[config.mk]
export PLATFORM = sky130hd
export DESIGN_NAME = seg7_scan_ctrl
export DESIGN_NICKNAME = d
export VERILOG_FILES = /design/src/rtl/seg7_scan_ctrl.sv
export SDC_FILE = /design/constraint.sdc
export NUM_CORES = 1
export LEC_CHECK = 0
export ABC_AREA = 1
export BUFFER_PORTS_ARGS = -buffer_cell sky130_fd_sc_hd__buf_2
export CAP_MARGIN = 10
export CORE_MARGIN = 10
export CORE_UTILIZATION = 52
export CTS_CLUSTER_SIZE = 14
export DETAILED_ROUTE_END_ITERATION = 8
export GPL_TIMING_DRIVEN = 0
export PLACE_DENSITY = 0.82
export SETUP_SLACK_MARGIN = 0.3
export SKIP_LAST_GASP = 1
export SLEW_MARGIN = 0
export SYNTH_ARGS = -nofsm -noshare
export SYNTH_HDL_FRONTEND = slang
export SYNTH_SLANG_ARGS = --single-unit
export TNS_END_PERCENT = 1
[constraint.sdc]
create_clock -name clk -period 2.2 [get_ports clk]
set_clock_uncertainty 0.05 [all_clocks]
set_input_delay 0 -clock clk [delete_from_list [all_inputs] [get_ports clk]]
set_output_delay 0 -clock clk [all_outputs]
set_load 0.02 [all_outputs]
[src/rtl/seg7_scan_ctrl.sv]
// Time-multiplexed 7-segment scan controller with per-digit dp/blank, leading-zero
// suppression, PWM brightness and a double-buffered, frame-synchronous data update.
module seg7_scan_ctrl #(
    parameter int N_DIGITS   = 8,
    parameter int DIV_W      = 32,
    parameter int BRIGHT_W   = 4,
    parameter bit ACTIVE_LOW = 1'b1
) (
    input  logic                  clk,
    input  logic                  rst,
    input  logic [DIV_W-1:0]      div_value,
    input  logic [4*N_DIGITS-1:0] din,
    input  logic [N_DIGITS-1:0]   dp_in,
    input  logic [N_DIGITS-1:0]   blank_in,
    input  logic                  lz_en,
    input  logic [BRIGHT_W-1:0]   brightness,
    input  logic                  load,
    output logic                  upd_done,
    output logic                  frame_tick,
    output logic [N_DIGITS-1:0]   an,
    output logic [6:0]            seg,
    output logic                  dp
);

    localparam int              IDX_W    = (N_DIGITS > 1) ? $clog2(N_DIGITS) : 1;
    localparam logic [IDX_W-1:0] LAST_IDX = IDX_W'(N_DIGITS - 1);

    function automatic logic [6:0] hex_to_seg(input logic [3:0] h);
        logic [6:0] s;
        unique case (h)
            4'h0: s = 7'h3F;  4'h1: s = 7'h06;  4'h2: s = 7'h5B;  4'h3: s = 7'h4F;
            4'h4: s = 7'h66;  4'h5: s = 7'h6D;  4'h6: s = 7'h7D;  4'h7: s = 7'h07;
            4'h8: s = 7'h7F;  4'h9: s = 7'h6F;  4'hA: s = 7'h77;  4'hB: s = 7'h7C;
            4'hC: s = 7'h39;  4'hD: s = 7'h5E;  4'hE: s = 7'h79;  default: s = 7'h71;
        endcase
        return s;
    endfunction

    logic [DIV_W-1:0]      cnt_q, cnt_d;
    logic [IDX_W-1:0]      idx_q, idx_d;
    logic [BRIGHT_W-1:0]   pwm_q, pwm_d;
    logic                  pending_q, pending_d;
    logic [4*N_DIGITS-1:0] act_din_q, act_din_d, stg_din_q, stg_din_d;
    logic [N_DIGITS-1:0]   act_dp_q, act_dp_d, stg_dp_q, stg_dp_d;
    logic [N_DIGITS-1:0]   act_blank_q, act_blank_d, stg_blank_q, stg_blank_d;
    logic                  act_lz_q, act_lz_d, stg_lz_q, stg_lz_d;
    logic [N_DIGITS-1:0]   an_q, an_d;
    logic [6:0]            seg_q, seg_d;
    logic                  dp_q, dp_d;
    logic                  frame_tick_q, frame_tick_d;
    logic                  upd_done_q, upd_done_d;

    logic                  tick, wrap, pwm_on, all_zero, anode_on, digit_on;
    logic [N_DIGITS-1:0]   suppressed, an_raw;
    logic [3:0]            nib;

    always_comb begin
        // NOTE: every combinational output gets a default first so no path infers a latch.
        tick         = (cnt_q >= div_value);
        wrap         = tick && (idx_q == LAST_IDX);
        cnt_d        = tick ? '0 : cnt_q + DIV_W'(1);
        idx_d        = idx_q;
        if (tick) idx_d = wrap ? '0 : idx_q + IDX_W'(1);
        pwm_d        = pwm_q + BRIGHT_W'(1);
        frame_tick_d = wrap;
        upd_done_d   = wrap && pending_q;

        act_din_d   = act_din_q;
        act_dp_d    = act_dp_q;
        act_blank_d = act_blank_q;
        act_lz_d    = act_lz_q;
        if (wrap && pending_q) begin
            act_din_d   = stg_din_q;
            act_dp_d    = stg_dp_q;
            act_blank_d = stg_blank_q;
            act_lz_d    = stg_lz_q;
        end

        // A load coinciding with a wrap lands in staging and waits for the next wrap.
        stg_din_d   = stg_din_q;
        stg_dp_d    = stg_dp_q;
        stg_blank_d = stg_blank_q;
        stg_lz_d    = stg_lz_q;
        pending_d   = pending_q && !wrap;
        if (load) begin
            stg_din_d   = din;
            stg_dp_d    = dp_in;
            stg_blank_d = blank_in;
            stg_lz_d    = lz_en;
            pending_d   = 1'b1;
        end

        // Scan from the most significant digit down, tracking "everything above is zero".
        all_zero   = 1'b1;
        suppressed = '0;
        for (int k = N_DIGITS - 1; k >= 0; k--) begin
            all_zero      = all_zero && (act_din_q[4*k +: 4] == 4'h0);
            suppressed[k] = act_lz_q && all_zero && (k != 0);
        end

        pwm_on   = (brightness == {BRIGHT_W{1'b1}}) || (pwm_q < brightness);
        nib      = act_din_q[4*idx_q +: 4];
        digit_on = !act_blank_q[idx_q] && pwm_on && !suppressed[idx_q];
        anode_on = !act_blank_q[idx_q] && pwm_on && (!suppressed[idx_q] || act_dp_q[idx_q]);

        an_raw        = '0;
        an_raw[idx_q] = anode_on;
        an_d  = ACTIVE_LOW ? ~an_raw : an_raw;
        seg_d = digit_on ? hex_to_seg(nib) : 7'h00;
        if (ACTIVE_LOW) seg_d = ~seg_d;
        dp_d  = (anode_on && act_dp_q[idx_q]) ^ ACTIVE_LOW;
    end

    // NOTE: state is updated with non-blocking assignments so all flops sample pre-edge values.
    always_ff @(posedge clk) begin
        if (rst) begin
            cnt_q        <= '0;
            idx_q        <= '0;
            pwm_q        <= '0;
            pending_q    <= 1'b0;
            act_din_q    <= '0;
            act_dp_q     <= '0;
            act_blank_q  <= '1;
            act_lz_q     <= 1'b0;
            stg_din_q    <= '0;
            stg_dp_q     <= '0;
            stg_blank_q  <= '1;
            stg_lz_q     <= 1'b0;
            an_q         <= {N_DIGITS{ACTIVE_LOW}};
            seg_q        <= {7{ACTIVE_LOW}};
            dp_q         <= ACTIVE_LOW;
            frame_tick_q <= 1'b0;
            upd_done_q   <= 1'b0;
        end else begin
            cnt_q        <= cnt_d;
            idx_q        <= idx_d;
            pwm_q        <= pwm_d;
            pending_q    <= pending_d;
            act_din_q    <= act_din_d;
            act_dp_q     <= act_dp_d;
            act_blank_q  <= act_blank_d;
            act_lz_q     <= act_lz_d;
            stg_din_q    <= stg_din_d;
            stg_dp_q     <= stg_dp_d;
            stg_blank_q  <= stg_blank_d;
            stg_lz_q     <= stg_lz_d;
            an_q         <= an_d;
            seg_q        <= seg_d;
            dp_q         <= dp_d;
            frame_tick_q <= frame_tick_d;
            upd_done_q   <= upd_done_d;
        end
    end

    assign an         = an_q;
    assign seg        = seg_q;
    assign dp         = dp_q;
    assign frame_tick = frame_tick_q;
    assign upd_done   = upd_done_q;

endmodule

==> impl_metrics.json <==
{
  "total_leakage_power_nw": 4.99,
  "synthCells": 1143,
  "grt_setup_unrepaired": "yes",
  "worst_skew_pair.late_latency_ns": 0.44,
  "drc": 0,
  "die_width_um": 144,
  "ant_diodes": 0,
  "slew_worst_pin_ns": 0.778,
  "synth_largest_area_cell": "sky130_fd_sc_hd__dfxtp_1",
  "result_of_the_run": "finished, violations left",
  "synth.ff_latch_count": 156,
  "place_hpwl_um": 14600,
  "crit_fanout": 6,
  "hold-path-cell-count": 6,
  "fmaxAchievable_mhz": 445,
  "design.final.nets": 1494,
  "antenna_violations_before_repair": 0,
  "r2r_end": "act_blank_q[5]",
  "total_number_of_vias": 8576,
  "floorplan.io_pins": 106,
  "syn2layout_area_growth_pct": 38.4,
  "gp_routability_congestion": 0.964,
  "timing.critical_path.required_ns": 2.43,
  "worstSetupPathType": "register to register",
  "post-route-period-util_pct": 102,
  "final_util_pct": 72.9,
  "holdWs_ns": 0.130,
  "syn_avg_cell_area_um2": 6.96,
  "initial_drt_pass_iterations": 7,
  "drt.antenna.violating_nets": 0,
  "cts_tree": "yes",
  "finalMaxSlewViolations": 0,
  "grt_use_total_pct": 22.2,
  "rr_startpoint": "cnt_q[13]",
  "warnings_synthesis": 0,
  "worst_ir_drop_vdd_mv": 0.537,
  "route.final.wire_length_um": 25900,
  "ys_top_cells_by_area": "sky130_fd_sc_hd__dfxtp_1, sky130_fd_sc_hd__nand2_1, sky130_fd_sc_hd__inv_1",
  "synthesis.nets": 1276,
  "layout_setup_ws_ns": -0.0467,
  "layout_cell_share_with_drive_strength_beyond_1_pct": 23.8,
  "vertical_die_dimension_um": 144,
  "grt-ovfl-total": 0,
  "cp.arrival_ns": 2.47,
  "post-synth-top-area-fraction_pct": 39.3,
  "timing.max_slew.rel_slack_pct": 48.2,
  "critPathLaunchType": "register",
  "final_setup_vio_count": 2,
  "synthDistinctLibCells": 38,
  "drt-vias-per-instance": 5.49,
  "power.density_mw_per_mm2": 626,
  "layout_common_cells": "sky130_fd_sc_hd__inv_1, sky130_fd_sc_hd__nand2_1, sky130_fd_sc_hd__dfxtp_1, sky130_fd_sc_hd__nor2_1, sky130_fd_sc_hd__buf_2",
  "dieArea_mm2": 0.0206,
  "critPathLaunch": "cnt_q[13]",
  "hold_path_class": "input port to register",
  "hold_violations": 0,
  "worstRegToRegCells": 13,
  "layout.cells.most_common": "sky130_fd_sc_hd__inv_1",
  "maximum_level_of_the_cts_h_tree": 4,
  "grt_pass1_wl_um": 37000,
  "start_util_pct": 52.7,
  "postSynth.topFlopCell": "sky130_fd_sc_hd__dfxtp_1",
  "cts_sinks": 156,
  "io_buffers": 104,
  "cts-root-buf": "sky130_fd_sc_hd__clkbuf_16",
  "clockBufferDepth": 2,
  "critPathCapture": "act_blank_q[5]",
  "netlist_area_mm2": 0.00795,
  "synth-edff-count": 0,
  "grt_start_max_net_pins": 17,
  "core-area_mm2": 0.0151,
  "ff2ff_setup_slack_ns": -0.05,
  "violations": "setup timing",
  "final.fill_count": 1016,
  "floorplan.rows": 45,
  "path_clk_slew_ns": 0.06,
  "first_iter_violations": 908,
  "asyncSetResetFlopFracSynth_pct": 0,
  "cts_made_buffers": 17,
  "avgRoutedWirePerCell_um": 16.6,
  "post_route_minimum_period_ns": 2.25,
  "drv_cap": 0,
  "critPathCaptureType": "register",
  "grt_pass1_vias": 8044,
  "ys_seq_area_share_pct": 39.3
}
registers in the layout, summed over array words and instances (netlist names):
name / flops
dp: 1
stg_blank_q: 8
pwm_q: 4
act_din_q: 32
act_dp_q: 8
act_lz_q: 1
stg_din_q: 32
pending_q: 1
an: 8
seg: 7
idx_q: 3
stg_lz_q: 1
upd_done: 1
cnt_q: 32
stg_dp_q: 8
act_blank_q: 8
frame_tick: 1
worst min-delay path by stage:
stage / startpoint / endpoint / slack [ns]
after floorplan: blank_in[0] / stg_blank_q[0] / 0.08
after global placement: blank_in[6] / stg_blank_q[6] / 0.16
after detailed placement: blank_in[3] / stg_blank_q[3] / 0.17
after CTS: brightness[0] / dp / 0.14
after global routing: brightness[0] / dp / 0.20
final: brightness[0] / dp / 0.13
cells in the mapped netlist, types with 2 or more instances:
library cell / instances
sky130_fd_sc_hd__and3_1: 2
sky130_fd_sc_hd__o21ai_1: 4
sky130_fd_sc_hd__nor2_1: 116
sky130_fd_sc_hd__nand4_1: 55
sky130_fd_sc_hd__inv_2: 4
sky130_fd_sc_hd__a21oi_1: 80
sky130_fd_sc_hd__nor2_4: 3
sky130_fd_sc_hd__o21a_1: 2
sky130_fd_sc_hd__nand2_1: 222
sky130_fd_sc_hd__nor3_1: 17
sky130_fd_sc_hd__nand3_1: 46
sky130_fd_sc_hd__clkbuf_1: 24
sky130_fd_sc_hd__buf_1: 11
sky130_fd_sc_hd__a21o_1: 3
sky130_fd_sc_hd__inv_1: 205
sky130_fd_sc_hd__nor4_1: 7
sky130_fd_sc_hd__dfxtp_1: 156
sky130_fd_sc_hd__nand2_2: 9
sky130_fd_sc_hd__nor3b_1: 3
sky130_fd_sc_hd__or2_2: 3
sky130_fd_sc_hd__nor3b_2: 2
sky130_fd_sc_hd__nor3_2: 2
sky130_fd_sc_hd__xor2_1: 9
sky130_fd_sc_hd__buf_2: 14
sky130_fd_sc_hd__xnor2_1: 6
sky130_fd_sc_hd__nor2_2: 5
sky130_fd_sc_hd__o211ai_1: 5
sky130_fd_sc_hd__ha_1: 45
sky130_fd_sc_hd__o21ai_0: 74
power by group:
| part | internal [W] | switching [W] | leakage (nW) | total (W) |
|---|---|---|---|---|
| registers | 0.00288 | 0.0000308 | 1.29 | 0.00292 |
| logic | 0.000250 | 0.000305 | 3.37 | 0.000555 |
| clock network | 0.00220 | 0.00121 | 0.331 | 0.00341 |
| total | 0.00534 | 0.00155 | 4.99 | 0.00688 |
cell type report:
type	count	area (µm²)	share of cell area, %
buffer	51	309	2.81
sequential	156	3190	29.0
clock inverter	9	179	1.63
timing repair buffer	197	1450	13.1
clock buffer	23	509	4.63
multi-input combinational	728	4340	39.5
tap	188	235	2.14
inverter	210	796	7.23
repair_timing:
action,4_1_cts,5_1_grt
pin swaps,16,38
resized for setup,75,108
endpoints found under the hold margin,53,0
setup endpoints to repair,102,111
hold buffers,58,0
gates cloned,4,4
setup buffers,15,14
metal layers:
| metal | up-vias | routed length, µm | GRT usage, % |
|---|---|---|---|
| met3 | 135 | 2230 | 4.46 |
| met5 | - | 0 | 0 |
| met1 | 3876 | 9620 | 25.3 |
| met4 | 0 | 1280 | 10.2 |
| met2 | 480 | 12700 | 39.1 |
| li1 | 4085 | - | - |
per-stage QoR:
step / setup TNS [ns] / setup WS (ns) / area, µm² / instances / total power, W
6_report: -0.0627 / -0.0467 / 11000 / 1562 / 0.00688
5_1_grt: -0.679 / -0.115 / 11000 / 1562 / 0.00704
4_1_cts: 0 / 0.189 / 10400 / 1544 / 0.00681
3_5_place_dp: -8.23 / -0.178 / 8720 / 1435 / 0.00338
3_3_place_gp: -7.30 / -0.166 / 8720 / 1435 / 0.00336
2_1_floorplan: 0 / 0.303 / 7970 / 1143 / 0.00322
critical path, cell delays in order (launching register included):
cell,delay (ns)
sky130_fd_sc_hd__dfxtp_4,0.36
sky130_fd_sc_hd__ha_4,0.26
sky130_fd_sc_hd__nand2_1,0.06
sky130_fd_sc_hd__nor2_2,0.13
sky130_fd_sc_hd__nand2_1,0.11
sky130_fd_sc_hd__nor2_2,0.13
sky130_fd_sc_hd__nor2_2,0.06
sky130_fd_sc_hd__nand2_2,0.10
sky130_fd_sc_hd__nand2_4,0.11
sky130_fd_sc_hd__nand2_8,0.13
sky130_fd_sc_hd__nand3_4,0.18
sky130_fd_sc_hd__buf_8,0.22
sky130_fd_sc_hd__nand2_2,0.06
sky130_fd_sc_hd__nand3_1,0.11
logic make-up after synthesis:
logic type | synth area share, %
AND/OR/NAND/NOR | 28.0
XOR/XNOR | 1.65
AO/OA/AOI/OAI | 11.3
adder cells (fa/ha/maj) | 7.08
flip-flops | 39.3
buffers and inverters | 12.7
(Power assumes the default switching activity.)
